**src/rtl/vec_batch_ctrl.sv**
```systemverilog
// Batch sequencer for the fingerprint compare engine: streams the reference block,
// then the compare block, to the vector separator, and waits out the downstream pipeline.
module vec_batch_ctrl #(
  parameter int BUS_WIDTH    = 128,
  parameter int VECTOR_WIDTH = 920,
  parameter int REF_VEC_NO   = 4,
  parameter int CNT_WIDTH    = 16,
  parameter int DRAIN_CYCLES = 3
) (
  input  logic                 clk,
  input  logic                 rstn,
  input  logic                 cfg_Start,
  input  logic [CNT_WIDTH-1:0] cfg_CmpVecNo,
  output logic                 cfg_Busy,
  output logic                 cfg_Done,
  input  logic [BUS_WIDTH-1:0] s_Data,
  input  logic                 s_Valid,
  output logic                 s_Ready,
  output logic [BUS_WIDTH-1:0] m_Data,
  output logic                 m_Valid,
  output logic                 m_Last,
  input  logic                 m_Ready,
  output logic                 m_RefPhase
);

  localparam int CALC_W    = CNT_WIDTH + $clog2(VECTOR_WIDTH);
  localparam int REF_WORDS = (REF_VEC_NO * VECTOR_WIDTH + BUS_WIDTH - 1) / BUS_WIDTH;
  localparam int DRAIN_W   = $clog2(DRAIN_CYCLES + 1);

  typedef enum logic [2:0] {IDLE, CALC, REF, CMP, DRAIN, DONE} state_t;

  state_t               state, state_nxt;
  logic [CNT_WIDTH-1:0] cmp_vec_no;
  logic [CALC_W-1:0]    cmp_words;
  logic [CALC_W-1:0]    word_cnt;
  logic [DRAIN_W-1:0]   drain_cnt;
  logic [CALC_W:0]      cmp_bits;
  logic                 busy_q, done_q, ref_phase_q;
  logic                 in_stream, xfer, last_word;

  assign in_stream = (state == REF) || (state == CMP);
  assign m_Data    = s_Data;
  assign m_Valid   = in_stream && s_Valid;
  assign s_Ready   = in_stream && m_Ready;
  assign xfer      = m_Valid && m_Ready;
  assign last_word = (state == REF) ? (word_cnt == CALC_W'(REF_WORDS - 1))
                                    : (word_cnt == cmp_words - CALC_W'(1));
  assign m_Last    = m_Valid && last_word;

  // One extra bit keeps the rounding term from overflowing the product width.
  assign cmp_bits = (CALC_W+1)'(cmp_vec_no) * (CALC_W+1)'(VECTOR_WIDTH)
                  + (CALC_W+1)'(BUS_WIDTH - 1);

  assign cfg_Busy   = busy_q;
  assign cfg_Done   = done_q;
  assign m_RefPhase = ref_phase_q;

  always_comb begin
    state_nxt = state;
    case (state)
      IDLE:  if (cfg_Start) state_nxt = CALC;
      CALC:  state_nxt = REF;
      REF:   if (xfer && last_word) state_nxt = (cmp_words == '0) ? DRAIN : CMP;
      CMP:   if (xfer && last_word) state_nxt = DRAIN;
      DRAIN: if (m_Ready && drain_cnt == DRAIN_W'(DRAIN_CYCLES - 1)) state_nxt = DONE;
      DONE:  state_nxt = IDLE;
      default: state_nxt = IDLE;
    endcase
  end

  // Status flags are registered from the next state so they line up with the state register.
  always_ff @(posedge clk) begin
    if (!rstn) begin
      state       <= IDLE;
      cmp_vec_no  <= '0;
      cmp_words   <= '0;
      word_cnt    <= '0;
      drain_cnt   <= '0;
      busy_q      <= 1'b0;
      done_q      <= 1'b0;
      ref_phase_q <= 1'b0;
    end else begin
      state       <= state_nxt;
      busy_q      <= (state_nxt != IDLE);
      done_q      <= (state_nxt == DONE);
      ref_phase_q <= (state_nxt == CALC) || (state_nxt == REF);
      if (state == IDLE && cfg_Start)
        cmp_vec_no <= cfg_CmpVecNo;
      if (state == CALC)
        cmp_words <= CALC_W'(cmp_bits / (CALC_W+1)'(BUS_WIDTH));
      if (state_nxt != state)
        word_cnt <= '0;
      else if (xfer)
        word_cnt <= word_cnt + CALC_W'(1);
      if (state != DRAIN)
        drain_cnt <= '0;
      else if (m_Ready)
        drain_cnt <= drain_cnt + DRAIN_W'(1);
    end
  end

endmodule

```
**config.mk**
```make
export PLATFORM = sky130hd
export DESIGN_NAME = vec_batch_ctrl
export DESIGN_NICKNAME = d
export VERILOG_FILES = /design/src/rtl/vec_batch_ctrl.sv
export SDC_FILE = /design/constraint.sdc
export NUM_CORES = 1
export LEC_CHECK = 0
export CORE_MARGIN = 4
export CORE_UTILIZATION = 47
export DETAILED_ROUTE_END_ITERATION = 6
export PLACE_DENSITY = 0.92
export SLEW_MARGIN = 20
export SYNTH_ARGS = -nofsm -noshare
export SYNTH_HDL_FRONTEND = slang
export SYNTH_SLANG_ARGS = --single-unit
```
**constraint.sdc**
```tcl
create_clock -name clk -period 5.5 [get_ports clk]
set_input_delay 0.825 -clock clk [delete_from_list [all_inputs] [get_ports clk]]
set_output_delay 0.825 -clock clk [all_outputs]
set_load 0.02 [all_outputs]
```
# Yosys cells after proc, flatten, opt, wreduce, memory -nomap -nowiden
# Cells that the tools add are included.
# W data, S select, Z words.
[classes]
n_addsub = 4
n_mul = 1
div = 0
magnitude_cmp = 0
eq_ne = 12
shift = 0
n_mux = 7
bitwise = 1
reduce_logical = 14
[op_table]
columns = ["operator", "count"]
rows = [
  ["$add A26 B7 Y27 const B", 1],
  ["$add A26 B1 Y26 const B", 1],
  ["$eq A26 B26 Y1", 1],
  ["$eq A26 B5 Y1 const B", 1],
  ["$logic_not A26 Y1", 1],
  ["$mul A16 B7 Y23 const B", 1],
  ["$sub A20 B1 Y21 const B", 1],
  ["$mux W3", 5],
  ["$pmux W3 S5", 1],
  ["$eq A3 B2 Y1 const B", 3],
  ["$logic_and A1 B1 Y1", 7],
  ["$eq A3 B1 Y1 const B", 2],
  ["$eq A3 B3 Y1 const B", 2],
  ["$reduce_or A2 Y1", 2],
  ["$logic_not A3 Y1", 1],
  ["$ne A3 B3 Y1", 1],
  ["$ne A3 B3 Y1 const B", 1],
  ["$reduce_bool A3 Y1", 1],
  ["$add A2 B1 Y2 const B", 1],
  ["$eq A2 B2 Y1 const B", 1],
  ["$logic_or A1 B1 Y1", 2],
  ["$mux W1", 1],
  ["$not A1 Y1", 1],
]
[word_totals]
regBits = 70
latchBits = 0
mem_bits_rw = 0
romBits = 0
in_bits = 149
word_cells = 47
memories = 0

# Longest topological paths before layout
[depth]
ltp_word = 9
mapped_depth = 19

# Least setup slack after synthesis
# Ideal clock, no wire load.
[synth_timing]
kind = "register to register"
from = "register cmp_vec_no[8]"
to = "register cmp_words[18]"
arrival_time_ps = 4768
setup_slack_ps = 614
path_stages_with_launch = 20
period_less_slack_ps = 4886
path_cell_list = "dfxtp_1 > inv_1 > fa_1 > inv_1 > fa_1 > ha_1 > inv_1 > fa_1 > inv_1 > ha_1 > clkbuf_1 > a21oi_1 > mux2_2 > a211oi_1 > o311a_1 > and2_1 > nand2_1 > nor4_1 > and3_1 > nor3_1"
[synth_via]
elab_chain_cells = 2
[synth_rtl]
columns = ["element", "line_no", "text"]
rows = [
  ["start, declared", "33", "logic [CNT_WIDTH-1:0] cmp_vec_no;"],
  ["start signal, assigned", "88", "cmp_vec_no <= cfg_CmpVecNo;"],
  ["$mul A16 B7 Y23", "51", "assign cmp_bits = (CALC_W+1)'(cmp_vec_no) * (CALC_W+1)'(VECTOR_WIDTH)"],
  ["$add A26 B7 Y27", "52", "+ (CALC_W+1)'(BUS_WIDTH - 1);"],
  ["end signal, assigned", "90", "cmp_words <= CALC_W'(cmp_bits / (CALC_W+1)'(BUS_WIDTH));"],
  ["end, declared", "34", "logic [CALC_W-1:0] cmp_words;"],
]
# Every way passes these cells.
# A chain may end at the register's enable or synchronous reset.

# Worst setup path after layout
[layout_timing]
from = "register cmp_vec_no[1]"
to = "register cmp_words[16]"
# Same word-level chain as after synthesis.

==> impl_metrics.csv <==
group,metric,value,unit
grt,via_count_of_the_first_global_routing_pass,5875,
clock_network,htree_levels,3,
place,placed_cells,1068,
pwr,cellPowerDensity,317,nW/µm²
timing,clock-skew-final,8.66,ps
clock_network,cts.reportedPaths.clkPinSlew,60,ps
floorplan,number_of_primary_i_o_pins,283,
layout,diodes,0,
timing,maxSlewHeadroom,52.7,%
pwr,ir_drop,0.000204,V
timing,whs,488,ps
floorplan,start_util,47.8,%
clock_network,cts_made_buffers,9,
setup_path,critical_path_class,"flop to flop",
synthesis,postSynthAreaPerCell,8.03,µm²
synthesis,syn-instance-count,987,
synthesis,postSynthNetCount,1233,
floorplan,fp.coreArea,16600,µm²
setup_path,timing.critical_path.fanout_max,9,
run_status,run_status,"completed",
grt,grt_overflow_total,0,
route,route.detailed.vias_per_inst,5.71,
synthesis,share_of_the_yosys_chip_area_belonging_to_registers,17.7,%
grt,grtUsageTotal,18.0,%
setup_path,critPathArrivalTime,5470,ps
clock_network,clockBufferDepth,2,
layout,area_growth,-3.14,%
floorplan,die_footprint,19000,µm²
setup_path,cp_num_buf_inv,4,
setup_path,worst_path_dominant_cell_family,"adder cells",
setup_path,timing.critical_path.mode_cell,"sky130_fd_sc_hd__inv_1",
synthesis,ys_ff_latch,70,
setup_path,crit_path_cell_trace,"inv_1 > fa_1 > inv_1 > fa_1 > ha_1 > inv_1 > fa_1 > inv_1 > ha_1 > or4b_2 > o2111ai_1 > nand3_1 > nor2_1 > nand3_1 > nor4_1 > xnor2_1 > o21ba_2",
clock_network,cts_stage_hold_buffer_count,0,
setup_path,longest_individual_stage_delay_on_the_worst_path,700,ps
synthesis,synth_enable_flop_cells,0,
layout,fin_nets,1105,
route,route.detailed.wl_per_inst,15.7,µm
pwr,p_leak,3.21,nW
place,gp_weighted_congestion,0.916,
floorplan,placement_rows,47,
job,max-cap-violations,0,
layout,nFillCells,1557,
timing,period_minus_slack,5230,ps
route,routed_wirelength,17000,µm
setup_path,cpMaxStageDelayCell,"sky130_fd_sc_hd__or4b_2",
clock_network,tritoncts_clock_tree,"built",
grt,grt_pass1_wl,27700,µm
route,routed-via-count,6191,
synthesis,number_of_different_library_cells_in_the_post_synthesis_netlist,77,
clock_network,cts_root_buf,"sky130_fd_sc_hd__clkbuf_16",
place,portBuffers,26,
route,postRouteAntennaNets,0,
layout,final_core_utilization,46.3,%
route,drc,0,
setup_path,setup.worst_path.end_class,"flop",
route,drt_iter0_markers,594,
timing,final_min_period_over_clock_period,95.1,%
clock_network,clkSinkCount,70,
timing,final_hold_viol_count,0,
timing,setup-violations-final,0,
setup_path,critical_path.startpoint_type,"flop",
synthesis,yosysWarnings,0,
clock_network,clkLatencyLatePin,350,ps
pwr,report.power.total,2.43,mW
layout,layout-drive-gt1-share,6.83,%
synthesis,asyncSetResetFlopFracSynth,0,%
floorplan,die_x,138,µm
place,hpwl,12300,µm
min_path,hold_class,"flop to flop",
synthesis,post_synth_instance_area,7930,µm²
timing,maxSlewViolCount,0,
synthesis,synth_top_flop_cell,"sky130_fd_sc_hd__dfxtp_1",
grt,antenna_found_initial,0,
floorplan,die_h,138,µm
grt,grt_start_max_net_pins,38,
timing,fmax,0.191,GHz
timing,tightest_slew,707,ps
layout,instances_no_fill,1084,
route,drt-pass1-iter-count,5,
setup_path,critPathRequiredTime,5740,ps
[state kept, by name (all words and copies together) (netlist names)]
name,cells
word_cnt,26
cmp_vec_no,16
state,3
m_RefPhase,1
cfg_Busy,1
drain_cnt,2
cmp_words,20
cfg_Done,1
[worst min-delay path, cell delays in order (launching register included)]
cell and delay [ps]:
sky130_fd_sc_hd__dfxtp_1 330, sky130_fd_sc_hd__nand2_1 60, sky130_fd_sc_hd__a21oi_1 50
[cells in the final DEF (no fill, tap or decap), types with 28 or more instances in the layout]
| master | synthesis | final |
|---|---|---|
| sky130_fd_sc_hd__nand2_1 | 78 | 78 |
| sky130_fd_sc_hd__ha_1 | 60 | 60 |
| sky130_fd_sc_hd__a21oi_1 | 51 | 51 |
| sky130_fd_sc_hd__xnor2_1 | 38 | 38 |
| sky130_fd_sc_hd__dfxtp_1 | 70 | 70 |
| sky130_fd_sc_hd__xor2_1 | 33 | 33 |
| sky130_fd_sc_hd__nor2_1 | 74 | 74 |
| sky130_fd_sc_hd__fa_1 | 37 | 37 |
| sky130_fd_sc_hd__o21ai_0 | 28 | 28 |
| sky130_fd_sc_hd__inv_1 | 90 | 90 |
[cells in the mapped netlist, types with 5 or more instances]
master | n | area share, %
sky130_fd_sc_hd__inv_1 | 90 | 4.3
sky130_fd_sc_hd__nand3b_1 | 6 | 0.57
sky130_fd_sc_hd__nand3_1 | 24 | 1.5
sky130_fd_sc_hd__a211oi_1 | 20 | 1.9
sky130_fd_sc_hd__xnor2_1 | 38 | 4.2
sky130_fd_sc_hd__or4_1 | 5 | 0.47
sky130_fd_sc_hd__clkbuf_1 | 24 | 1.1
sky130_fd_sc_hd__mux2i_1 | 10 | 1.3
sky130_fd_sc_hd__nand2_1 | 78 | 3.7
sky130_fd_sc_hd__dfxtp_1 | 70 | 18
sky130_fd_sc_hd__nor2b_1 | 5 | 0.39
sky130_fd_sc_hd__o211ai_1 | 5 | 0.47
sky130_fd_sc_hd__buf_4 | 129 | 12
sky130_fd_sc_hd__nand4b_1 | 5 | 0.55
sky130_fd_sc_hd__nand4_1 | 23 | 1.8
sky130_fd_sc_hd__fa_1 | 37 | 9.3
sky130_fd_sc_hd__buf_6 | 5 | 0.71
sky130_fd_sc_hd__and3_1 | 8 | 0.63
sky130_fd_sc_hd__xor2_1 | 33 | 3.6
sky130_fd_sc_hd__clkbuf_8 | 6 | 1.0
sky130_fd_sc_hd__ha_1 | 60 | 9.5
sky130_fd_sc_hd__o21ai_0 | 28 | 1.8
sky130_fd_sc_hd__o31ai_1 | 5 | 0.47
sky130_fd_sc_hd__a21oi_1 | 51 | 3.2
sky130_fd_sc_hd__nor2_1 | 74 | 3.5
sky130_fd_sc_hd__nor4_1 | 14 | 1.1
sky130_fd_sc_hd__nor3_1 | 24 | 1.5
sky130_fd_sc_hd__nor2_2 | 11 | 0.87
sky130_fd_sc_hd__a21o_1 | 7 | 0.66
sky130_fd_sc_hd__and2_1 | 9 | 0.71
sky130_fd_sc_hd__or3_1 | 8 | 0.63
sky130_fd_sc_hd__nand2b_1 | 5 | 0.39
[per-layer routing]
metal | wire (µm) | GRT usage [%]
met1 | 6950 | 21.4
met3 | 1430 | 5.95
met5 | 0 | 0
met2 | 8210 | 30.3
met4 | 422 | 6.37
[through the flow]
stage	worst slack (ps)	area [µm²]	TNS, ps
2_1_floorplan	614	7930	0
3_3_place_gp	290	7260	0
3_5_place_dp	142	7260	0
4_1_cts	110	7640	0
5_1_grt	-34.6	7680	-47.8
6_report	268	7680	0
[layout make-up]
class / count / area, µm² / area share, %
inverter: 91 / 342 / 4.45
multi-input combinational: 656 / 4990 / 65.0
timing repair buffer: 31 / 298 / 3.88
clock inverter: 5 / 129 / 1.68
tap: 220 / 275 / 3.58
sequential: 70 / 1400 / 18.2
clock buffer: 11 / 243 / 3.16
[kinds of logic (layout without fill, tap and decap cells)]
group / count (synthesis) / after routing / share of synthesized area [%]
simple gates: 328 / 328 / 22.0
flops: 70 / 70 / 17.7
fa+ha+maj: 97 / 97 / 18.8
mux: 11 / 11 / 1.40
compound gates: 148 / 148 / 11.9
buf+inv: 261 / 138 / 20.0
xor+xnor: 72 / 72 / 8.17
[power breakdown]
group	internal [mW]	leakage [nW]	switching [mW]
Sequential	0.534	0.570	0.0463
Combinational	0.448	2.46	0.661
Clock	0.504	0.180	0.239
Total	1.48	3.21	0.946
[worst paths after layout]
check,from,end,slack [ps],depth (start not counted)
worst max-delay path,cmp_vec_no[1],cmp_words[16],270,17
worst min-delay path,cmp_words[6],cmp_words[6],490,2
worst max register to register,cmp_vec_no[1],cmp_words[16],270,17
worst min register to register,cmp_words[6],cmp_words[6],490,2
[timing repair]
action	CTS	global route
endpoints found under the setup margin	0	7
buffers inserted	0	0
gates resized for setup	0	7
Note: power is estimated with default switching activity, not from simulation.
